==> src/rtl/conv_feeder_pkg.sv <==
// Shared types and constants for the convolution feeder (package conv_pkg).
// Kernel weight counts, the FSM state encoding and the default pixel width live here.
package conv_pkg;

  localparam int DEF_DW = 16;
  localparam int NW0    = 9;
  localparam int NW1    = 90;
  localparam int WV_W   = 90;

  typedef enum logic [1:0] {
    ST_IDLE   = 2'd0,
    ST_LOAD_W = 2'd1,
    ST_STREAM = 2'd2,
    ST_DRAIN  = 2'd3
  } state_t;

  // Index of the final weight bit for the selected kernel mode.
  function automatic logic [6:0] last_wbit(input logic mode);
    return mode ? 7'(NW1 - 1) : 7'(NW0 - 1);
  endfunction

endpackage

==> src/rtl/conv_feeder_if.sv <==
// Bus between the feeder, the feature buffer and the convolution engine.
// master is the feeder's view; slave is the environment's view.
interface conv_feeder_if #(parameter int DW = conv_pkg::DEF_DW) ();

  logic                       go;
  logic                       mode;
  logic [conv_pkg::WV_W-1:0]  wvec;
  logic                       rd_en;
  logic [15:0]                rd_addr;
  logic [DW-1:0]              rd_data;
  logic                       conv_start;
  logic [DW-1:0]              conv_din;
  logic                       conv_state;
  logic                       conv_weight_en;
  logic                       conv_weight;
  logic                       conv_done;
  logic                       busy;
  logic                       job_done;

  modport master (
    input  go, mode, wvec, rd_data, conv_done,
    output rd_en, rd_addr, conv_start, conv_din, conv_state,
           conv_weight_en, conv_weight, busy, job_done
  );

  modport slave (
    output go, mode, wvec, rd_data, conv_done,
    input  rd_en, rd_addr, conv_start, conv_din, conv_state,
           conv_weight_en, conv_weight, busy, job_done
  );

endinterface

==> src/rtl/conv_feeder_addr_gen.sv <==
// Row/column walk over the feature map and row-major pixel address generation.
// With CONV_FEEDER_PAD_EN the walk covers a 1-pixel zero border that issues no reads.
module conv_feeder_addr_gen #(
  parameter int IMG_W = 28,
  parameter int IMG_H = 28
) (
  input  logic        clk,
  input  logic        rst,
  input  logic        i_clr,
  input  logic        i_en,
  output logic        o_issue,
  output logic        o_border,
  output logic        o_last,
  output logic [15:0] o_addr
);

`ifdef CONV_FEEDER_PAD_EN
  localparam int COLS = IMG_W + 2;
  localparam int ROWS = IMG_H + 2;
`else
  localparam int COLS = IMG_W;
  localparam int ROWS = IMG_H;
`endif

  localparam logic [15:0] LAST_COL  = 16'(COLS - 1);
  localparam logic [15:0] LAST_ROW  = 16'(ROWS - 1);
  localparam logic [15:0] LAST_ADDR = 16'(IMG_W * IMG_H - 1);

  logic [15:0] r_row;
  logic [15:0] r_col;
  logic [15:0] r_addr;
  logic        r_fin;
  logic        w_issue;
  logic        w_at_end;
  logic        w_border;

  assign w_issue  = i_en & ~r_fin;
  assign w_at_end = (r_row == LAST_ROW) && (r_col == LAST_COL);

`ifdef CONV_FEEDER_PAD_EN
  assign w_border = (r_row == 16'd0) || (r_row == LAST_ROW) ||
                    (r_col == 16'd0) || (r_col == LAST_COL);
`else
  assign w_border = 1'b0;
`endif

  // Walk position advances once per issued sample; r_fin stops the walk after the last one.
  always_ff @(posedge clk or posedge rst) begin
    if (rst) begin
      r_row  <= 16'd0;
      r_col  <= 16'd0;
      r_addr <= 16'd0;
      r_fin  <= 1'b0;
    end else if (i_clr) begin
      r_row  <= 16'd0;
      r_col  <= 16'd0;
      r_addr <= 16'd0;
      r_fin  <= 1'b0;
    end else if (w_issue) begin
      if (w_at_end) begin
        r_fin <= 1'b1;
      end else if (r_col == LAST_COL) begin
        r_col <= 16'd0;
        r_row <= r_row + 16'd1;
      end else begin
        r_col <= r_col + 16'd1;
      end
      // Pixel address saturates on the final pixel rather than wrapping.
      if (!w_border && (r_addr != LAST_ADDR)) begin
        r_addr <= r_addr + 16'd1;
      end
    end
  end

  assign o_issue  = w_issue;
  assign o_border = w_border;
  assign o_last   = w_issue & w_at_end;
  assign o_addr   = r_addr;

endmodule

==> src/rtl/conv_feeder.sv <==
// Convolution feeder: loads serial kernel weights, then streams the feature map to the engine.
// Optional zero-border padding is enabled with the CONV_FEEDER_PAD_EN macro.
module conv_feeder
  import conv_pkg::*;
#(
  parameter int IMG_W = 28,
  parameter int IMG_H = 28,
  parameter int DW    = DEF_DW
) (
  input  logic            clk,
  input  logic            rst,
  conv_feeder_if.master   bus
);

  state_t          r_state;
  state_t          w_next;
  logic            w_job_done;
  logic            w_clr;
  logic            r_mode;
  logic [WV_W-1:0] r_wvec;
  logic [6:0]      r_wcnt;

  logic            w_issue;
  logic            w_border;
  logic            w_last;
  logic [15:0]     w_addr;
  logic            w_rd_en;

  logic            r_v1;
  logic            r_b1;
  logic            r_l1;
  logic            r_start;
  logic            r_l2;
  logic [DW-1:0]   r_din;

  assign w_clr = (r_state == ST_IDLE) && bus.go;

  conv_feeder_addr_gen #(
    .IMG_W (IMG_W),
    .IMG_H (IMG_H)
  ) u_addr_gen (
    .clk      (clk),
    .rst      (rst),
    .i_clr    (w_clr),
    .i_en     (r_state == ST_STREAM),
    .o_issue  (w_issue),
    .o_border (w_border),
    .o_last   (w_last),
    .o_addr   (w_addr)
  );

  // Next-state decision; STREAM is left only once the final sample is on conv_din.
  always_comb begin
    w_next     = r_state;
    w_job_done = 1'b0;
    case (r_state)
      ST_IDLE: begin
        if (bus.go) w_next = ST_LOAD_W;
        else        w_next = ST_IDLE;
      end
      ST_LOAD_W: begin
        if (r_wcnt == last_wbit(r_mode)) w_next = ST_STREAM;
        else                             w_next = ST_LOAD_W;
      end
      ST_STREAM: begin
        if (r_l2) w_next = ST_DRAIN;
        else      w_next = ST_STREAM;
      end
      ST_DRAIN: begin
        if (bus.conv_done) begin
          w_next     = ST_IDLE;
          w_job_done = 1'b1;
        end else begin
          w_next     = ST_DRAIN;
        end
      end
      default: begin
        w_next     = ST_IDLE;
        w_job_done = 1'b0;
      end
    endcase
  end

  // State register.
  always_ff @(posedge clk or posedge rst) begin
    if (rst) r_state <= ST_IDLE;
    else     r_state <= w_next;
  end

  // Job latches and the serial weight bit index.
  always_ff @(posedge clk or posedge rst) begin
    if (rst) begin
      r_mode <= 1'b0;
      r_wvec <= {WV_W{1'b0}};
      r_wcnt <= 7'd0;
    end else if (w_clr) begin
      r_mode <= bus.mode;
      r_wvec <= bus.wvec;
      r_wcnt <= 7'd0;
    end else if (r_state == ST_LOAD_W) begin
      r_wcnt <= r_wcnt + 7'd1;
    end
  end

  // Two-stage read pipeline: rd_data is valid one cycle after rd_en and is then registered out.
  always_ff @(posedge clk or posedge rst) begin
    if (rst) begin
      r_v1    <= 1'b0;
      r_b1    <= 1'b0;
      r_l1    <= 1'b0;
      r_start <= 1'b0;
      r_l2    <= 1'b0;
      r_din   <= {DW{1'b0}};
    end else begin
      r_v1    <= w_issue;
      r_b1    <= w_border;
      r_l1    <= w_last;
      r_start <= r_v1;
      r_l2    <= r_l1;
      r_din   <= (r_v1 && !r_b1) ? bus.rd_data : {DW{1'b0}};
    end
  end

  assign w_rd_en            = w_issue & ~w_border;
  assign bus.rd_en          = w_rd_en;
  assign bus.rd_addr        = w_rd_en ? w_addr : 16'd0;
  assign bus.conv_start     = r_start;
  assign bus.conv_din       = r_din;
  assign bus.conv_state     = r_mode;
  assign bus.conv_weight_en = (r_state == ST_LOAD_W);
  assign bus.conv_weight    = (r_state == ST_LOAD_W) & r_wvec[r_wcnt];
  assign bus.busy           = (r_state != ST_IDLE);
  assign bus.job_done       = w_job_done;

endmodule

==> src/flat_wrapper.sv <==
// flat-port wrapper written by rule: the top's interface ports become plain ports
module conv_feeder_flat import conv_pkg::*;
#(
  parameter int IMG_W = 28,
  parameter int IMG_H = 28,
  parameter int DW    = DEF_DW
)
  (clk, rst, bus_go, bus_mode, bus_wvec, bus_rd_data, bus_conv_done, bus_rd_en, bus_rd_addr, bus_conv_start, bus_conv_din, bus_conv_state, bus_conv_weight_en, bus_conv_weight, bus_busy, bus_job_done);
  conv_feeder_if #(.DW(DW)) bus_i ();
  input  logic clk;
  input  logic rst;
  input wire logic [$bits(bus_i.go)-1:0] bus_go;
  input wire logic [$bits(bus_i.mode)-1:0] bus_mode;
  input wire logic [$bits(bus_i.wvec)-1:0] bus_wvec;
  input wire logic [$bits(bus_i.rd_data)-1:0] bus_rd_data;
  input wire logic [$bits(bus_i.conv_done)-1:0] bus_conv_done;
  output wire logic [$bits(bus_i.rd_en)-1:0] bus_rd_en;
  output wire logic [$bits(bus_i.rd_addr)-1:0] bus_rd_addr;
  output wire logic [$bits(bus_i.conv_start)-1:0] bus_conv_start;
  output wire logic [$bits(bus_i.conv_din)-1:0] bus_conv_din;
  output wire logic [$bits(bus_i.conv_state)-1:0] bus_conv_state;
  output wire logic [$bits(bus_i.conv_weight_en)-1:0] bus_conv_weight_en;
  output wire logic [$bits(bus_i.conv_weight)-1:0] bus_conv_weight;
  output wire logic [$bits(bus_i.busy)-1:0] bus_busy;
  output wire logic [$bits(bus_i.job_done)-1:0] bus_job_done;
  assign bus_i.go = bus_go;
  assign bus_i.mode = bus_mode;
  assign bus_i.wvec = bus_wvec;
  assign bus_i.rd_data = bus_rd_data;
  assign bus_i.conv_done = bus_conv_done;
  assign bus_rd_en = bus_i.rd_en;
  assign bus_rd_addr = bus_i.rd_addr;
  assign bus_conv_start = bus_i.conv_start;
  assign bus_conv_din = bus_i.conv_din;
  assign bus_conv_state = bus_i.conv_state;
  assign bus_conv_weight_en = bus_i.conv_weight_en;
  assign bus_conv_weight = bus_i.conv_weight;
  assign bus_busy = bus_i.busy;
  assign bus_job_done = bus_i.job_done;
  conv_feeder #(.IMG_W(IMG_W), .IMG_H(IMG_H), .DW(DW)) u_core (.clk(clk), .rst(rst), .bus(bus_i));
endmodule
==> config.mk <==
export PLATFORM = sky130hd
export DESIGN_NAME = conv_feeder_flat
export DESIGN_NICKNAME = d
export VERILOG_FILES = /design/src/rtl/conv_feeder_pkg.sv /design/src/rtl/conv_feeder_if.sv /design/src/rtl/conv_feeder_addr_gen.sv /design/src/rtl/conv_feeder.sv /design/src/flat_wrapper.sv
export SDC_FILE = /design/constraint.sdc
export NUM_CORES = 1
export LEC_CHECK = 0
export CAP_MARGIN = 10
export CELL_PAD_IN_SITES_DETAIL_PLACEMENT = 1
export CELL_PAD_IN_SITES_GLOBAL_PLACEMENT = 1
export CORE_MARGIN = 10
export CORE_UTILIZATION = 43
export DETAILED_ROUTE_END_ITERATION = 10
export GPL_TIMING_DRIVEN = 0
export MAX_ROUTING_LAYER = met4
export PLACE_DENSITY_LB_ADDON = 0.15
export RECOVER_POWER = 100
export SLEW_MARGIN = 20
export SYNTH_ARGS = -nofsm -noshare
export SYNTH_HDL_FRONTEND = slang
export SYNTH_HIERARCHICAL = 1
export SYNTH_SLANG_ARGS = --single-unit
==> constraint.sdc <==
create_clock -name clk -period 5.52 [get_ports clk]
set_input_delay 0.552 -clock clk [delete_from_list [all_inputs] [get_ports clk]]
set_output_delay 0.552 -clock clk [all_outputs]
set_load 0.02 [all_outputs]
==> out/qor.yml <==
outcome: "finished, violations left"
violations: "capacitance limit, slew limit"
design_area_um2: 10600
async_flop_share_pct: 100
cap_violations: 3
ys_seq_elements: 170
pwr-share-seq_pct: 38.6
crit_arrival_ps: 4060
ioPinCount: 150
criticalPathCategory: "flip-flop to output pin"
rsz0062_at_grt: "false"
synth_cell_types: 65
drcViolationCount: 0
power.share.clock_pct: 27.9
regArea_um2: 4250
placed_area_um2: 10000
cts_root_buf: "clkbuf_16"
synth_top_area_share_pct: 51.9
cp-end-kind: "output pin"
die_area_um2: 25000
nets: 1151
critPathLaunchType: "flip-flop"
first_global_vias: 7747
grt_max_degree: 64
period_share_pct: 83.5
cts_repair_resize_count: 0
fillers: 2115
hp-class: "flip-flop to flip-flop"
first_pass_iters: 4
layout.cells.non_filler: 1284
multi_input_area_um2: 3650
syn_nets: 981
cts_tree: "yes"
fmax_ghz: 0.217
vias_per_cell: 5.39
die_x_um: 158
dp_cells: 1251
totalWireLength_mm: 25.8
worst_r2r_startpoint: "u_core/r_state[0]"
core_area_um2: 18700
p_int_w: 0.00309
finalCriticalPeriod_ps: 4610
htree_levels: 4
cts_sinks: 170
skew_ps: 14.3
crit_required_ps: 4970
grt.total_usage_pct: 21.7
mappedNetlistArea_um2: 8200
timing.final.hold_violations: 0
cts_buffers: 17
seq_area_frac_synth_pct: 51.9
netSwitchingPower_w: 0.00170
holdPathStages: 0
ant_nets: 0
area.growth.synth_to_final_pct: 29.6
p_leak_nw: 4.98
netlist_top_cells_area: "dfrtp_1, nand2_1, mux4_1"
vdd_drop_max_mv: 0.245
dpl.hpwl_mm: 18.1
grt_first_pass_wirelength_mm: 41.2
worstPathMaxFanout: 10
layout-drive-gt1-share_pct: 5.15
overflow: 0
cts_setup_buffers: 0
drv_slew: 156
post_drt_wl_per_cell_um: 20.1
hold_start: "u_core/r_v1"
cts_buffer_depth: 2
power_density_nw_per_um2: 450
p_sw_share_pct: 35.5
mostFrequentLayoutCell: "nand2_1"
start_util_pct: 43.8
grt_antenna_before_repair: 1
vias: 6923
yosys.area.top_type: "dfrtp_1"
gp_congestion: 0.817
ctsHoldBuffers: 0
mostFrequentLayoutCells: "nand2_1, dfrtp_1, clkdlybuf4s50_1, nor2_1, clkbuf_1"
finalSetupViolations: 0
rows: 50
synth_edf_count: 0
slew_headroom_pct: -78.0
rr_worst_depth: 12
fp.dieH_um: 158
synth_flop_cell: "dfrtp_1"
clock_latency_ps: 430
synth_cells: 866
yosysWarnings: 6
r2r_setup_slack_ps: 1770
drtIter0Drc: 308
timing.rr.end: "u_core/u_addr_gen/o_addr[7]"
pwr-share-comb_pct: 33.6
hold_end: "u_core/bus.conv_start"
avgSynthCellArea_um2: 9.46
clkTransAtPathRegs_ps: 70
tightest_slew_ps: 2660
io_buffers: 149
per-stage QoR:
stage / setup TNS (ps) / hold WS [ps] / setup slack [ps] / utilization [%] / total power [W]
2_1_floorplan: 0 / 331 / 1750 / - / 0.00286
3_3_place_gp: -16500 / 332 / -149 / 53.4 / 0.00338
3_5_place_dp: 0 / 337 / 1510 / 53.6 / 0.00347
4_1_cts: 0 / 376 / 1540 / 57.1 / 0.00486
5_1_grt: 0 / 397 / 691 / 56.8 / 0.00508
6_report: 0 / 373 / 911 / 56.8 / 0.00479
power by group through the flow:
stage,Clock (W),Sequential [W],Combinational (W)
3_5_place_dp,0,0.00185,0.00162
5_1_grt,0.00141,0.00188,0.00179
4_1_cts,0.00136,0.00184,0.00166
3_3_place_gp,0,0.00183,0.00155
2_1_floorplan,0,0.00179,0.00107
6_report,0.00133,0.00185,0.00161
registers in the layout (all words and copies together), names as in the netlist:
register and count:
u_core/r_wvec 90, u_core/bus.conv_din 16, u_core/u_addr_gen/o_addr 16, u_core/u_addr_gen/r_col 16, u_core/u_addr_gen/r_row 16, u_core/r_wcnt 7, u_core/r_state 2, u_core/bus.conv_start 1
u_core/bus.conv_state 1, u_core/r_b1 1, u_core/r_l1 1, u_core/r_l2 1, u_core/r_v1 1, u_core/u_addr_gen/r_fin 1
cell families (layout without fill, tap and decap cells):
family	Yosys count	in the layout	synth area share, %
AO/OA/AOI/OAI	55	55	4.18
XOR/XNOR	32	32	3.42
adder cells (fa/ha/maj)	4	4	0.611
buffers and inverters	64	247	3.59
flip-flops	170	170	51.9
multiplexers	36	36	7.62
other	1	2	0.0458
AND/OR/NAND/NOR	504	504	28.6
cells in the mapped netlist (10+ instances only):
library cell and instances:
xor2_1 13, nand2_1 301, xnor2_1 19, mux2i_1 17, and2_1 35, nand4_1 13
or3_1 10, a21oi_1 15, nor4b_1 11, dfrtp_1 170, nor4_1 14, inv_1 12
o21ai_0 15, clkbuf_1 30, nand3_1 23, mux4_1 13, nor2_1 48
per-layer routing:
metal	vias to the layer above	share of wire (%)	GRT usage, %
met3	29	3.9	4.34
met4	0	2.0	6.93
met1	3515	40	24.0
met5	-	0	-
li1	3255	-	-
met2	124	54	38.5
area by class of cell:
class	count	area share [%]
flip-flops and latches	170	40.0
clock inverters	10	1.77
inverters	14	0.506
repair buffers	151	14.1
well taps	234	2.76
plain buffers	50	2.10
multi-input cells	632	34.3
clock buffers	22	4.37
diodes	1	0.0236
critical path, cell delays in order, from the launching register on:
cell             delay [ps]
dfrtp_1                 350
clkbuf_1                440
buf_12                  230
clkbuf_1                520
clkbuf_1                470
nor2_1                  100
a221oi_1                310
o21ai_0                 170
a32oi_1                 170
and4_1                  240
clkdlybuf4s50_1         620
worst max-delay path by stage:
stage	depth (start not counted)	slack (ps)	end	startpoint
floorplan	1	1750	u_core/bus.conv_din[0]	rst
global placement	2	-150	u_core/r_wvec[55]	rst
detailed placement	12	1510	u_core/u_addr_gen/o_addr[7]	bus_go
CTS	8	1540	bus_rd_addr[7]	u_core/r_state[0]
global route	10	690	bus_conv_weight	u_core/r_wcnt[0]
finish	10	910	bus_conv_weight	u_core/r_wcnt[0]
Note: power is estimated with default switching activity, not from simulation.
